$ cat config.mk
export PLATFORM = sky130hd
export DESIGN_NAME = multi_input_logic_reducer
export DESIGN_NICKNAME = d
export VERILOG_FILES = /design/src/rtl/multi_input_logic_reducer_pkg.sv /design/src/rtl/multi_input_logic_reducer_reduce_word.sv /design/src/rtl/multi_input_logic_reducer.sv
export SDC_FILE = /design/constraint.sdc
export NUM_CORES = 1
export LEC_CHECK = 0
export ABC_AREA = 1
export CELL_PAD_IN_SITES_DETAIL_PLACEMENT = 0
export CELL_PAD_IN_SITES_GLOBAL_PLACEMENT = 1
export CORE_ASPECT_RATIO = 0.75
export CORE_MARGIN = 2
export CORE_UTILIZATION = 35
export CTS_CLUSTER_DIAMETER = 40
export DETAILED_ROUTE_END_ITERATION = 10
export PLACE_DENSITY = 0.84
export SLEW_MARGIN = 20
export SYNTH_ARGS = -nofsm -noshare
export SYNTH_HDL_FRONTEND = slang
export SYNTH_SLANG_ARGS = --single-unit
$ cat constraint.sdc
create_clock -name clk -period 4 [get_ports clk]
set_clock_uncertainty 0.15 [all_clocks]
set_input_delay 0.4 -clock clk [delete_from_list [all_inputs] [get_ports clk]]
set_output_delay 0.4 -clock clk [all_outputs]
set_load 0.005 [all_outputs]
$ cat src/rtl/multi_input_logic_reducer_pkg.sv
// Shared definitions for the multi-input logic reducer: function-select codes,
// FSM state encodings and the per-beat fold used by the accumulator.
package multi_input_logic_reducer_pkg;

  localparam logic [2:0] OP_AND  = 3'b000;
  localparam logic [2:0] OP_OR   = 3'b001;
  localparam logic [2:0] OP_XOR  = 3'b010;
  localparam logic [2:0] OP_NAND = 3'b100;
  localparam logic [2:0] OP_NOR  = 3'b101;
  localparam logic [2:0] OP_XNOR = 3'b110;

  typedef enum logic [1:0] {
    ST_IDLE  = 2'd0,
    ST_ACCUM = 2'd1,
    ST_HOLD  = 2'd2
  } state_t;

  // Fold one reduced beat into the running result; 1x selects XOR.
  function automatic logic combine(input logic a, input logic b, input logic [1:0] op);
    logic r;
    r = a ^ b;
    if (op == 2'b00) r = a & b;
    else if (op == 2'b01) r = a | b;
    return r;
  endfunction

endpackage

$ cat src/rtl/multi_input_logic_reducer_reduce_word.sv
// Combinational WIDTH-bit reduction (AND/OR/XOR) selected by op[1:0].
// The NAND/NOR/XNOR inversion is deliberately not applied here.
module reduce_word #(
  parameter int WIDTH = 4
) (
  input  logic [WIDTH-1:0] data,
  input  logic [1:0]       op,
  output logic             y
);

  always_comb begin
    y = ^data;
    if (op == 2'b00) y = &data;
    else if (op == 2'b01) y = |data;
  end

endmodule

$ cat src/rtl/multi_input_logic_reducer.sv
// Registered multi-beat logic reducer with valid/ready on both sides.
// Folds up to BEATS beats of WIDTH bits into one result, inverted once at output.
module multi_input_logic_reducer
  import multi_input_logic_reducer_pkg::*;
#(
  parameter int WIDTH = 4,
  parameter int BEATS = 1,
  parameter int CW    = $clog2(BEATS + 1)
) (
  input  logic             clk,
  input  logic             rst,
  input  logic             in_valid,
  output logic             in_ready,
  input  logic [WIDTH-1:0] in_data,
  input  logic [2:0]       in_op,
  input  logic             in_last,
  output logic             out_valid,
  input  logic             out_ready,
  output logic             out_y,
  output logic [CW-1:0]    out_count
);

  state_t          state_reg;
  logic [2:0]      op_reg;
  logic            acc_reg;
  logic [CW-1:0]   count_reg;
  logic            out_y_reg;
  logic [CW-1:0]   out_count_reg;

  logic            accept;
  logic            beat_y;
  logic [2:0]      op_next;
  logic            acc_next;
  logic [CW-1:0]   count_next;
  logic            frame_end;

  assign accept = in_valid && in_ready;

  // The op is taken from the bus only on the first beat of a frame.
  always_comb begin
    op_next    = op_reg;
    acc_next   = combine(acc_reg, beat_y, op_reg[1:0]);
    count_next = count_reg + CW'(1);
    if (state_reg == ST_IDLE) begin
      op_next    = in_op;
      acc_next   = beat_y;
      count_next = CW'(1);
    end
    frame_end = in_last || (count_next == CW'(BEATS));
  end

  reduce_word #(.WIDTH(WIDTH)) u_reduce (
    .data (in_data),
    .op   (op_next[1:0]),
    .y    (beat_y)
  );

  always_ff @(posedge clk) begin
    if (rst) begin
      state_reg     <= ST_IDLE;
      op_reg        <= OP_AND;
      acc_reg       <= 1'b0;
      count_reg     <= '0;
      out_y_reg     <= 1'b0;
      out_count_reg <= '0;
    end else begin
      case (state_reg)
        ST_IDLE, ST_ACCUM: begin
          if (accept) begin
            op_reg    <= op_next;
            acc_reg   <= acc_next;
            count_reg <= count_next;
            if (frame_end) begin
              state_reg     <= ST_HOLD;
              out_y_reg     <= acc_next ^ op_next[2];
              out_count_reg <= count_next;
            end else begin
              state_reg <= ST_ACCUM;
            end
          end
        end
        ST_HOLD: begin
          if (out_ready) state_reg <= ST_IDLE;
        end
        default: state_reg <= ST_IDLE;
      endcase
    end
  end

  assign in_ready  = (state_reg != ST_HOLD);
  assign out_valid = (state_reg == ST_HOLD);
  assign out_y     = out_y_reg;
  assign out_count = out_count_reg;

endmodule

Word level (Yosys, flattened, before mapping)
Index checks and enable logic that the tools add are counted.
{ "totals": {"reg_bits": 9, "out_inout_bits": 4, "word_cells": 41} }
{ "classes": {"n_addsub": 1, "n_eq_ne": 7, "n_mux": 11, "n_bitwise": 4, "reduce_logical": 12} }
{ "op_table": {"columns": ["operator", "count"], "rows": [
  ["2-bit by 1-bit equality test with 1-bit output (second input constant)", 3],
  ["2-bit zero test", 3],
  ["1-bit two-way mux", 6],
  ["2-bit two-way mux", 3],
  ["2-bit inequality test (second input constant)", 2],
  ["2-bit case mux with 2 select lines", 1],
  ["2-bit AND reduction", 2],
  ["4-bit AND reduction", 1],
  ["4-bit OR reduction", 1],
  ["4-bit parity", 1],
  ["3-bit two-way mux", 1],
  ["3-bit AND reduction", 1],
  ["2-bit equality test (second input constant)", 1],
  ["2-bit by 1-bit inequality test with 1-bit output (second input constant)", 1],
  ["2-bit OR reduction", 1],
  ["1-bit XOR", 2],
  ["1-bit adder (second input constant)", 1],
  ["1-bit bitwise AND", 1],
  ["1-bit logical AND", 1],
  ["1-bit logical OR", 1],
  ["1-bit bitwise OR", 1]
]} }

Logic depth before layout (Yosys ltp)
{ "logic_depth": {"depth_word": 10, "mapped_depth": 18} }

Hierarchy
A second synthesis with hierarchy kept.
{ "hier_totals": {"hier_cells": 94, "area_unflattened_um2": 613.1} }
{ "modules_own_cells": {"columns": ["mod", "n_inst", "cells_per_inst", "area_each_um2", "seq_area_each_um2"], "rows": [
  ["multi_input_logic_reducer", 1, 73, 495.5, 180.2],
  ["reduce_word", 1, 21, 117.6, 0.0]
]} }

Worst setup path before layout
Ideal clock, no wire load.
{ "synth_path": {"path_kind": "input -> register", "startpoint": "input port in_data[2]", "endpoint": "register out_y_reg (netlist: out_y)", "setup_time_ns": 0.109, "arrival_ns": 1.890, "required_time_ns": 3.741, "path_slack_ns": 1.852, "cell_stages": 16, "path_cell_list": "inv_1 ha_1 xor2_1 nand2_1 nand2_1 inv_1 ha_1 nand2_1 o21ai_1 nand2_1 o21ai_0 or2_1 nand3_1 nand3_1 nand2_1 inv_1"} }
{ "synth_via": {"elab_chain_len": 8, "elab_cells_between_ends": 12} }
{ "synth_lines": {"columns": ["element", "line_no", "rtl"], "rows": [
  ["start: declaration", "multi_input_logic_reducer.sv:14", "input logic [WIDTH-1:0] in_data,"],
  ["4-bit parity or 4-bit OR reduction (tied branches)", "multi_input_logic_reducer_reduce_word.sv:12, multi_input_logic_reducer_reduce_word.sv:14", null],
  ["1-bit two-way mux", "multi_input_logic_reducer_reduce_word.sv:14", "else if (op == 2'b01) y = |data;"],
  ["1-bit two-way mux (*)", "multi_input_logic_reducer_reduce_word.sv:13", "if (op == 2'b00) y = &data;"],
  ["1-bit XOR or 1-bit bitwise OR (tied branches)", "multi_input_logic_reducer_pkg.sv:21, multi_input_logic_reducer_pkg.sv:23", null],
  ["1-bit two-way mux", "multi_input_logic_reducer_pkg.sv:23", "else if (op == 2'b01) r = a | b;"],
  ["1-bit two-way mux", "multi_input_logic_reducer_pkg.sv:22", "if (op == 2'b00) r = a & b;"],
  ["1-bit two-way mux (*)", "multi_input_logic_reducer.sv:44", "if (state_reg == ST_IDLE) begin"],
  ["1-bit XOR (*)", "multi_input_logic_reducer.sv:75", "out_y_reg <= acc_next ^ op_next[2];"],
  ["end signal: assignment", "multi_input_logic_reducer.sv:75", null],
  ["end: declaration", "multi_input_logic_reducer.sv:27", "logic out_y_reg;"]
]} }
Every way passes the cells marked *; elsewhere a longest branch is shown, timed or not.
A chain may end at the register's enable or synchronous reset.

Worst setup path in the final report
Ends and elaborated chain as after synthesis.

==> summary.txt <==
Die
  – Die ar.: 2270 um^2
  – Boundary Pins: 16
  – Width of the die: 54.4 um
  – Starting Density: 0.379
  – Number of core rows: 13
  – Placeable Area: 1760 um^2
  – Die height: 41.8 um

Drt
  – Drt total wl: 1350 um
  – Number of remaining DRC errors: 0
  – Vias/cell: 4.45
  – DR vias: 628
  – Met1 wire length: 756 um
  – DR top layer: met4
  – Wire per inst: 9.54 um
  – Met3 WL post-DR: 54 um
  – Initial DRC Count: 12
  – Met2 wire length: 510 um
  – Antenna-violating nets left: 0
  – DR pass1 iterations: 4

Power and ir drop
  – LEAKAGE: 0.464 nW
  – Max VDD drop: 0.000224 V
  – Pwr per Cell Area: 312 nW/um^2
  – Post-layout total power: 0.272 mW

Placed design
  – DP HPWL: 1110 um
  – Gpl congestion: 0.850
  – Port Buffers: 15

Clock tree
  – # resized after CTS: 0
  – Root buffer selected by CTS: clkbuf_4
  – Worst-path clk slew: 0.07 ns
  – CTS sink cnt: 9
  – CTS Buf Count: 3
  – CTS Buffer Depth: 2
  – Clk_lat worst skew: 0.28 ns
  – H-tree Lvls: 1
  – CTS tree: built
  – Post CTS Setup Buffer Count: 0
  – Hold_buf cts: 0

STA
  – Fin. max-slew vios: 0
  – Setup TNS: 0 ns
  – Worst-Margin Slew: 0.251 ns
  – Rel. slew slack: 0.832
  – Fmax: 397 MHz
  – Final Hold Fails: 0
  – Period Utilization, post-route: 0.630
  – Final Setup Violations: 0
  – RSZ-0062 raised after global routing: false
  – Worst hold slack: 0.321 ns
  – Final min period: 2.52 ns

Logic synthesis
  – Synth Area in Compound Gates: 0.118
  – Post-synth top flop: dfxtp_1
  – Synth Cell Area: 666 um^2
  – Ys async rst share: 0
  – Main combinational cell family by area after synthesis: simple AND/OR/NAND/NOR gates
  – Adder-cell share of the synthesized area: 0.113
  – Syn Nets: 118
  – Syn avg cell area: 6.66 um^2
  – Seq/Total Area, Yosys: 0.271
  – Number of library cell types mapped by synthesis: 21
  – XOR/XNOR Fraction of Synth Area: 0.0132
  – Synth Instances: 100
  – Multiplexer area fraction after synthesis: 0
  – Simple-gate area share of the yosys netlist: 0.344
  – Ys Warns: 0
  – Yosys reg bits: 9
  – Number of synthesized flops with an enable pin: 0

GRT
  – Antenna violations before repair: 0
  – First-pass GRT wire length: 2300 um
  – Global Route Usage Sum: 0.146
  – Largest net degree at the start of global routing: 9
  – Grt total ovfl: 0
  – Number of global-route vias before repair: 555

Setup path
  – WS Path Type: in -> reg
  – CP Capture Type: flop
  – R2R depth: 16
  – Worst setup SP type: input pin
  – CP Data Arrival Time: 2.55 ns
  – CP max FO: 2
  – Reg2reg end: out_y
  – R2R Path Start: state_reg[0]
  – CP required: 4.03 ns
  – Internal reg-to-reg setup slack: 1.76 ns
  – Setup crit end: out_y
  – Worst setup path startpoint: in_data[2]

Finish
  – Diode count: 0
  – Layout area overhead: 30.8%
  – Most frequent cells in the layout: inv_1 (21), nand2_1 (20), clkdlybuf4s50_1 (15)
  – Fin nets: 138
  – Max FFs per register: 3
  – Commonest non-fill, non-tap cell in the layout: inv_1
  – Final core utilization: 0.496
  – Fraction of layout cells with a size suffix above 1: 0.143

Job
  – Max Cap Violations: 0

Worst hold path
  – Hold Crit Class: reg -> reg

Status
  – Outcome: complete, no violations
kinds of logic (layout without fill, tap and decap cells):
| family | count (synthesis) | after routing |
|---|---|---|
| flops | 9 | 9 |
| fa+ha+maj | 6 | 6 |
| simple gates | 46 | 46 |
| compound gates | 13 | 13 |
| buf+inv | 25 | 44 |
| xor+xnor | 1 | 1 |
cells in the mapped netlist, types with 2 or more instances:
master / instances / area, um^2
a21oi_1: 3 / 15.0
dfxtp_1: 9 / 180
ha_1: 6 / 75.1
inv_1: 21 / 78.8
inv_2: 4 / 15.0
nand2_1: 20 / 75.1
nand2_2: 3 / 18.8
nand3_1: 10 / 50.1
nor2_1: 5 / 18.8
o211ai_1: 3 / 22.5
o21ai_0: 3 / 15.0
o21ai_1: 2 / 10.0
or2_1: 3 / 18.8
report_power, final:
group          leakage, nW  internal (mW)  switching, mW
combinational        0.371         0.0428         0.0486
sequential          0.0746         0.0982        0.00701
clock               0.0177         0.0372         0.0380
total                0.464          0.178         0.0936
metrics by stage:
stage	setup WS (ns)	cell area, um^2	std cells
after global placement	1.24	843	137
after floorplan	1.85	666	100
final	1.48	871	141
after global routing	1.29	871	141
after detailed placement	1.18	843	137
after CTS	1.48	871	141
per-layer routing:
metal	up-vias	GRT usage
met5	-	0
met4	0	0.0750
met2	6	0.169
li1	348	-
met1	271	0.210
met3	3	0.0755
layout make-up:
| class | count | area, um^2 |
|---|---|---|
| clock buffers | 3 | 22.5 |
| clock inverters | 1 | 5.00 |
| fillers | 190 | 886 |
| inverters | 25 | 93.8 |
| multi-input cells | 66 | 392 |
| flip-flops and latches | 9 | 180 |
| well taps | 22 | 27.5 |
| repair buffers | 15 | 150 |
how the worst min path moves through the flow:
stage                          from         to  slack, ns  depth (start not counted)
after floorplan           out_count  out_count       0.30                          2
after global placement    out_count  out_count       0.30                          2
after detailed placement  out_count  out_count       0.32                          2
after CTS                 out_count  out_count       0.33                          2
after global routing      count_reg  count_reg       0.35                          2
final                     out_count  out_count       0.32                          2
worst max-delay path: stages:
cell and delay (ns):
clkdlybuf4s50_1 0.48, inv_1 0.05, ha_1 0.29, xor2_1 0.19, nand2_1 0.09, nand2_1 0.10, inv_1 0.05, ha_1 0.16
nand2_1 0.06, o21ai_1 0.05, nand2_1 0.05, o21ai_0 0.09, or2_1 0.24, nand3_1 0.09, nand3_1 0.06, nand2_1 0.06
inv_1 0.04
Note: power is estimated with default switching activity, not from simulation.
